===== src/rtl/y_mux_rr_pkg.sv =====
// Shared constants for the registered N:1 mux: mode encodings and grant-counter width.
// Optional grant counters are enabled by defining Y_MUX_CNT_EN.
package y_mux_rr_pkg;

    localparam int MODE_FIXED = 0;
    localparam int MODE_RR    = 1;
    localparam int CNT_W      = 16;

    // Channel-index width; never narrower than one bit.
    function automatic int sel_width(input int n);
        return (n > 2) ? $clog2(n) : 1;
    endfunction

endpackage


===== src/rtl/y_mux_rr_arb.sv =====
// Combinational round-robin picker: the first requester at or after ptr (mod N) wins.
// Also used by y_mux_rr when MODE selects round-robin arbitration.
module y_rr_arb
    import y_mux_rr_pkg::*;
#(
    parameter int N    = 4,
    parameter int SELW = 2
) (
    input  logic [N-1:0]    req,
    input  logic [SELW-1:0] ptr,
    output logic [N-1:0]    grant,
    output logic [SELW-1:0] idx,
    output logic            any
);

    logic [SELW-1:0] cand;

    always_comb begin
        grant = '0;
        idx   = '0;
        any   = 1'b0;
        cand  = '0;
        for (int k = 0; k < N; k++) begin
            cand = SELW'((int'(ptr) + k) % N);
            if (!any && req[cand]) begin
                grant[cand] = 1'b1;
                idx         = cand;
                any         = 1'b1;
            end
        end
    end

endmodule


===== src/rtl/y_mux_rr.sv =====
// N-channel W-bit registered mux with valid/ready on every channel and on the output.
// Define Y_MUX_CNT_EN to add per-channel saturating grant counters (cnt_sel/cnt_out ports).
module y_mux_rr
    import y_mux_rr_pkg::*;
#(
    parameter  int W    = 32,
    parameter  int N    = 4,
    parameter  int MODE = MODE_FIXED,
    localparam int SELW = sel_width(N)
) (
    input  logic              clk,
    input  logic              rst_n,
    input  logic [N*W-1:0]    in_data,
    input  logic [N-1:0]      in_valid,
    output logic [N-1:0]      in_ready,
    input  logic [SELW-1:0]   sel,
    output logic [W-1:0]      out_data,
    output logic [SELW-1:0]   out_chan,
    output logic              out_valid,
`ifdef Y_MUX_CNT_EN
    input  logic [SELW-1:0]   cnt_sel,
    output logic [CNT_W-1:0]  cnt_out,
`endif
    input  logic              out_ready
);

    logic [N-1:0]    grant;
    logic [SELW-1:0] win_idx;
    logic            win_any;
    logic [W-1:0]    win_data;
    logic            load;
    logic            xfer;

    logic            out_valid_q, out_valid_d;
    logic [W-1:0]    out_data_q,  out_data_d;
    logic [SELW-1:0] out_chan_q,  out_chan_d;

    assign load     = ~out_valid_q | out_ready;
    assign xfer     = load & win_any;
    assign in_ready = {N{load}} & grant;

    generate
        if (MODE == MODE_RR) begin : g_rr
            logic [SELW-1:0] ptr_q, ptr_d;
            logic            sel_unused;

            assign sel_unused = ^sel;

            y_rr_arb #(.N(N), .SELW(SELW)) u_arb (
                .req   (in_valid),
                .ptr   (ptr_q),
                .grant (grant),
                .idx   (win_idx),
                .any   (win_any)
            );

            // Pointer moves only on a transfer, so stalls never skip a channel.
            always_comb begin
                ptr_d = ptr_q;
                if (xfer)
                    ptr_d = (win_idx == SELW'(N - 1)) ? '0 : win_idx + 1'b1;
            end

            always_ff @(posedge clk or negedge rst_n) begin
                if (!rst_n) ptr_q <= '0;
                else        ptr_q <= ptr_d;
            end
        end else begin : g_fixed
            always_comb begin
                grant = '0;
                if (int'(sel) < N)
                    grant[sel] = in_valid[sel];
            end
            assign win_idx = sel;
            assign win_any = |grant;
        end
    endgenerate

    always_comb begin
        win_data = '0;
        for (int i = 0; i < N; i++)
            if (grant[i]) win_data = in_data[i*W +: W];
    end

    always_comb begin
        out_valid_d = out_valid_q;
        out_data_d  = out_data_q;
        out_chan_d  = out_chan_q;
        if (load) begin
            out_valid_d = xfer;
            if (xfer) begin
                out_data_d = win_data;
                out_chan_d = win_idx;
            end
        end
    end

    always_ff @(posedge clk or negedge rst_n) begin
        if (!rst_n) begin
            out_valid_q <= 1'b0;
            out_data_q  <= '0;
            out_chan_q  <= '0;
        end else begin
            out_valid_q <= out_valid_d;
            out_data_q  <= out_data_d;
            out_chan_q  <= out_chan_d;
        end
    end

    assign out_valid = out_valid_q;
    assign out_data  = out_data_q;
    assign out_chan  = out_chan_q;

`ifdef Y_MUX_CNT_EN
    logic [N-1:0][CNT_W-1:0] cnt_q, cnt_d;

    always_comb begin
        cnt_d = cnt_q;
        for (int i = 0; i < N; i++)
            if (xfer && grant[i] && (cnt_q[i] != '1))
                cnt_d[i] = cnt_q[i] + 1'b1;
    end

    always_ff @(posedge clk or negedge rst_n) begin
        if (!rst_n) cnt_q <= '0;
        else        cnt_q <= cnt_d;
    end

    assign cnt_out = (int'(cnt_sel) < N) ? cnt_q[cnt_sel] : '0;
`endif

endmodule


===== config.mk =====
export PLATFORM = sky130hd
export DESIGN_NAME = y_mux_rr
export DESIGN_NICKNAME = d
export VERILOG_FILES = /design/src/rtl/y_mux_rr_pkg.sv /design/src/rtl/y_mux_rr_arb.sv /design/src/rtl/y_mux_rr.sv
export SDC_FILE = /design/constraint.sdc
export NUM_CORES = 1
export LEC_CHECK = 0
export ABC_AREA = 1
export CAP_MARGIN = 20
export CORE_UTILIZATION = 36
export DETAILED_ROUTE_END_ITERATION = 8
export HOLD_SLACK_MARGIN = 0.06
export PLACE_DENSITY = 0.84
export SLEW_MARGIN = 40
export SYNTH_ARGS = -nofsm -noshare
export SYNTH_HDL_FRONTEND = slang
export SYNTH_HIERARCHICAL = 1
export SYNTH_SLANG_ARGS = --single-unit
export TNS_END_PERCENT = 5

===== constraint.sdc =====
create_clock -name clk -period 1.7 [get_ports clk]
set_input_delay 0.34 -clock clk [delete_from_list [all_inputs] [get_ports clk]]
set_output_delay 0.34 -clock clk [all_outputs]
set_load 0.01 [all_outputs]

**Yosys cells after proc, flatten, opt, wreduce, memory -nomap -nowiden**

Cells that the tools add are included.

- Bits in writable memories: 0
- Output and inout port bits: 39
- Memory bits (read-only): 0
- Input bits: 137
- Register bits after elaboration: 35
- Logic and storage cells: 21
- Memories: 0
- Bits in latches: 0

- Magnitude comparators: 2
- Add/sub/neg operators: 0
- Eq/ne operators: 0
- Shift-type cells: 0
- Bitwise gates (word level): 5
- Multiplexer cells: 8
- $mul: 0
- Reductions and logical operators: 3
- Div/mod/pow operators: 0

Operators by type and width:

| kind | count |
|---|---|
| two-way mux 32 bit | 4 |
| bitwise AND 4 bit | 2 |
| OR reduction 4 bit | 1 |
| < comparator 2 x 3 -> 1 bit (second input constant) | 1 |
| binary-select mux 1 bit (select 2 bit) | 1 |
| demux 1 bit (select 2 bit) | 1 |
| greater-or-equal comparator 2 x 1 -> 1 bit (second input constant) | 1 |
| two-way mux 1 bit | 2 |
| AND reduction 2 bit | 1 |
| bitwise AND 1 bit | 1 |
| logical AND 1 bit | 1 |
| inverter 1 bit | 1 |
| OR 1 bit | 1 |

**Depth between registers and ports, before layout**

- Depth after elaboration: 9
- Depth in mapped cells: 8
- Depth with buffers taken out: 7

**Worst setup path after synthesis**

OpenSTA, ideal clock, no wires.

- Path kind: input -> register
- From: input port in_valid[2]
- To: register out_data_q[2] (netlist: out_data[2])
- Data arrival time: 1,193 ps
- Cell stages on the path: 8
- Required time: 1,584 ps
- Path buffers: 2
- Slack: 390 ps
- Library setup time: 116 ps
- Cells stage by stage: clkbuf_1 nand3_1 nand2_1 nor2_1 nor2_4 buf_4 nand2_1 nand2_1

- Longest elaborated chain between the ends: 7
- Elaborated cells between the ends (all ways): 10
- Those cells by class: 6 x mux; 2 x bitwise; 2 x reduce/logical

RTL lines:

| what | RTL line | source |
|---|---|---|
| from (decl) | y_mux_rr.sv:14 | `input logic [N-1:0] in_valid,` |
| binary-select mux 1 bit (select 2 bit) (*) | y_mux_rr.sv:72 | `grant[sel] = in_valid[sel];` |
| two-way mux 1 bit (implied by the code) (*) | y_mux_rr.sv:72 |  |
| bitwise AND 4 bit (no source line) (*) | n/a |  |
| two-way mux 32 bit (4 in a row) | y_mux_rr.sv:82 | `if (grant[i]) win_data = in_data[i*W +: W];` |
| to (signal assigned) | y_mux_rr.sv:105 | `out_data_q <= out_data_d;` |
| to (decl) | y_mux_rr.sv:35 | `logic [W-1:0] out_data_q, out_data_d;` |

Mark *: on every way between the ends. The rest lies on a longest branch, timed or not. The select of a mux whose other input is x is not followed.
A chain may end at the register's enable or synchronous reset.

**Worst setup path after layout**

- From: input port in_valid[1]
- To: output port in_ready[1]

- Longest elaborated chain between the ends: 4

RTL lines:

| what | RTL line | source |
|---|---|---|
| binary-select mux 1 bit (select 2 bit) | y_mux_rr.sv:72 |  |
| two-way mux 1 bit (implied by the code) | y_mux_rr.sv:72 |  |
| bitwise AND 4 bit (no source line) | n/a |  |
| bitwise AND 4 bit | y_mux_rr.sv:40 | `assign in_ready = {N{load}} & grant;` |
| to (decl) | y_mux_rr.sv:15 | `output logic [N-1:0] in_ready,` |

Every way passes these cells. The select of a mux whose other input is x is not followed.

==> key figures <==
Timing
  • Period minus WS final: 1.684 ns
  • Final setup violation count: 0
  • Hold slack: 0.4811 ns
  • Final hold vios: 0
  • Fmax: 0.5939 GHz
  • Slew Viols, Final: 0
  • Slew HR: 0.6641
  • Worst-Margin Slew: 0.5039 ns
  • Clock Skew: 0.007894 ns
  • Final period util: 0.9904

Placement
  • Hpwl dp: 7410 um
  • Placer Congestion: 0.8570
  • Placed insts: 607
  • Dpl cell area: 0.004338 sq mm
  • # port buffers: 175

GRT
  • GRT Util Overall: 0.2921
  • First-pass GRT wire length: 16,840 um
  • Layer with the highest usage: met2
  • Initial antenna violation count: 0
  • Met3 Usage GRT: 0.05871
  • GR Util met1: 0.3519
  • Number of global-route vias before repair: 3,410
  • GRT overflow: 0
  • Pin count of the biggest net entering global routing: 44
  • Met2 Use GR: 0.5207

Logic synthesis
  • Mapped Area: 0.002520 sq mm
  • Synth Warn #: 6
  • Register area share after synthesis: 0.3476
  • Syn avg cell area: 6.961 sq um
  • Largest cells by area after synthesis: dfrtp_1 35%, nand4_1 32%, nand2_1 16%, nand3_1 7.0%, clkbuf_1 3.9%
  • Yosys cell types: 14
  • Yosys top cell by area: dfrtp_1
  • Post-synth net total: 499
  • #FFs+latches synth: 35
  • Synth top area share: 0.3476
  • Post-synthesis cell count: 362

Pwr
  • Worst vdd rail ir drop: 0.0003221 V
  • Sw Pwr: 967.0 uW
  • Pwr Density: 694.4 mW/mm^2
  • Switch share: 0.3096
  • Total power: 3123 uW
  • Clock share of power: 0.248
  • Reg power frac: 0.343
  • Internal power: 2156 uW
  • Combinational Power Share: 0.409
  • Leakage: 0.001888 uW

Route
  • Drt wl/cell: 17.88 um
  • Vias per std cell: 5.767
  • Routed WL: 11,030 um
  • Antenna viol nets, final: 0
  • Via count: 3,558
  • DRT iter0 DRCs: 325
  • Residual DRC count: 0
  • Total iterations of the first detailed-routing run: 5

Die
  • IO Pins: 176
  • Die Area: 0.007338 sq mm
  • # rows: 30
  • Initial core utilization: 0.3709
  • Chip height: 85.67 um
  • Chip width: 85.67 um
  • Core area: 0.006794 sq mm

Finish
  • Layout Utilization: 0.6621
  • Design Area, Final: 0.004498 sq mm
  • Area grow syn2layout: 78.50%
  • Layout cell share with drive strength beyond 1: 0.09405
  • Post-route insts no fill: 617
  • Nets: 657
  • ANT cells: 0

CTS
  • CTS tree: yes
  • Clock Tree Root: clkbuf_8
  • CTS max path bufs: 2
  • Clock buffer count from CTS: 5
  • Clock Sink Count: 35
  • Clock network latency to the later pin of the worst-skew pair: 0.29 ns
  • Number of H-tree levels: 2
  • Reg clk slew, reported paths: 0.07 ns

Run status
  • Status: complete, no violations

Worst setup path
  • CP Data Arrival Time: 1.34 ns
  • CP top delay family: buffers and inverters
  • CP Buf/Inv Count: 2
  • Critical Path, Cell by Cell: clkdlybuf4s50_1, nand3_2, nor2_4, clkdlybuf4s15_2
  • Crit-path slowest cell: clkdlybuf4s50_1
  • Slowest cell delay on critical path: 0.50 ns
  • Crit end category: output port
  • Worst Path Max Fanout: 2
  • CP Launch Type: input port
  • Crit Path Category: in2out
  • Req. time, crit path: 1.36 ns

Job
  • Max-Cap Viols: 0

Hold path
  • Hold WC Path Type: reg2reg
## cell usage in the layout (no fill, tap or decap)
cell,count
o21ai_2,1
bufinv_16,1
nand4_1,128
buf_4,17
nand2_2,1
clkdlybuf4s50_1,166
inv_1,1
dlygate4sd2_1,2
clkdlybuf4s15_2,1
nor2_1,2
inv_2,3
nand3_2,3
nor2_2,3
nor2_4,4
clkinv_2,1
dlygate4sd3_1,1
nand3_1,32
dfrtp_1,35
buf_12,2
nand2_1,105
clkbuf_8,6
clkbuf_2,3
buf_2,3
## layer usage
layer  vias to the layer above  wire, um
met5                         -         0
met4                         0       219
met3                        21       926
met1                      1685      4388
li1                       1654         -
met2                       198      5499
## tightest hold or removal path, cell delays in order, from the launching register on
cell     delay (ns)
dfrtp_1        0.34
nand2_1        0.05
nand2_1        0.05
## power by group through the flow
stage               Combinational (uW)  Sequential, uW  Clock, uW
CTS                               1260            1070        788
global placement                  1240            1080          0
global route                      1370            1090        822
detailed placement                1250            1080          0
floorplan                          388            1150          0
finish                            1280            1070        775
## final timing paths
check / from / endpoint / slack [ns] / depth (start not counted)
min: out_data[21] / out_data[21] / 0.48 / 2
max: in_valid[1] / in_ready[1] / 0.02 / 4
min in group asynchronous: rst_n / out_valid / 0.57 / 2
max in group asynchronous: rst_n / out_data[21] / 0.56 / 3
max reg2reg: out_valid / out_data[19] / 0.33 / 8
min reg2reg: out_data[21] / out_data[21] / 0.48 / 2
## final cells by class
cell class | count | area [sq um]
fillers | 615 | 2296
repair buffers | 195 | 1898
multi-input cells | 279 | 1471
flip-flops and latches | 35 | 875.8
well taps | 96 | 120.1
clock buffers | 6 | 82.58
clock inverters | 2 | 35.03
inverters | 4 | 15.01
## registers in the layout, summed over array words and instances, names as in the netlist
name	flops
out_chan	2
out_data	32
out_valid	1
## cell usage after synthesis
library cell    n
buf_1           1
o21ai_2         1
dfrtp_1        35
nand4_1       128
inv_1           1
inv_2           3
nor2_2          1
clkbuf_1       26
nor2_1          6
nand2_1       106
nand3_1        35
nor2_4          1
buf_4           6
buf_2          12
## cells by family (layout without fill, tap and decap cells)
family,after synthesis,after routing,synth area share
simple gates,277,278,0.5611
flops,35,35,0.3476
compound gates,1,1,0.003476
buf+inv,49,207,0.08788
## stage by stage
stage,setup TNS (ns),worst slack (ns)
after floorplan,0,0.3904
after global placement,-10.13,-0.3635
after detailed placement,-11.84,-0.3535
after CTS,-0.01856,-0.01185
after global routing,-0.01781,-0.01781
final,0,0.01634
## what timing repair did
action,CTS,global route
resized for setup,18,7
setup endpoints to repair,36,38
hold buffers,1,0
buffers inserted,0,0
endpoints found under the hold margin,22,0
pin swaps,4,2
gates cloned,0,1
(Power assumes the default switching activity.)
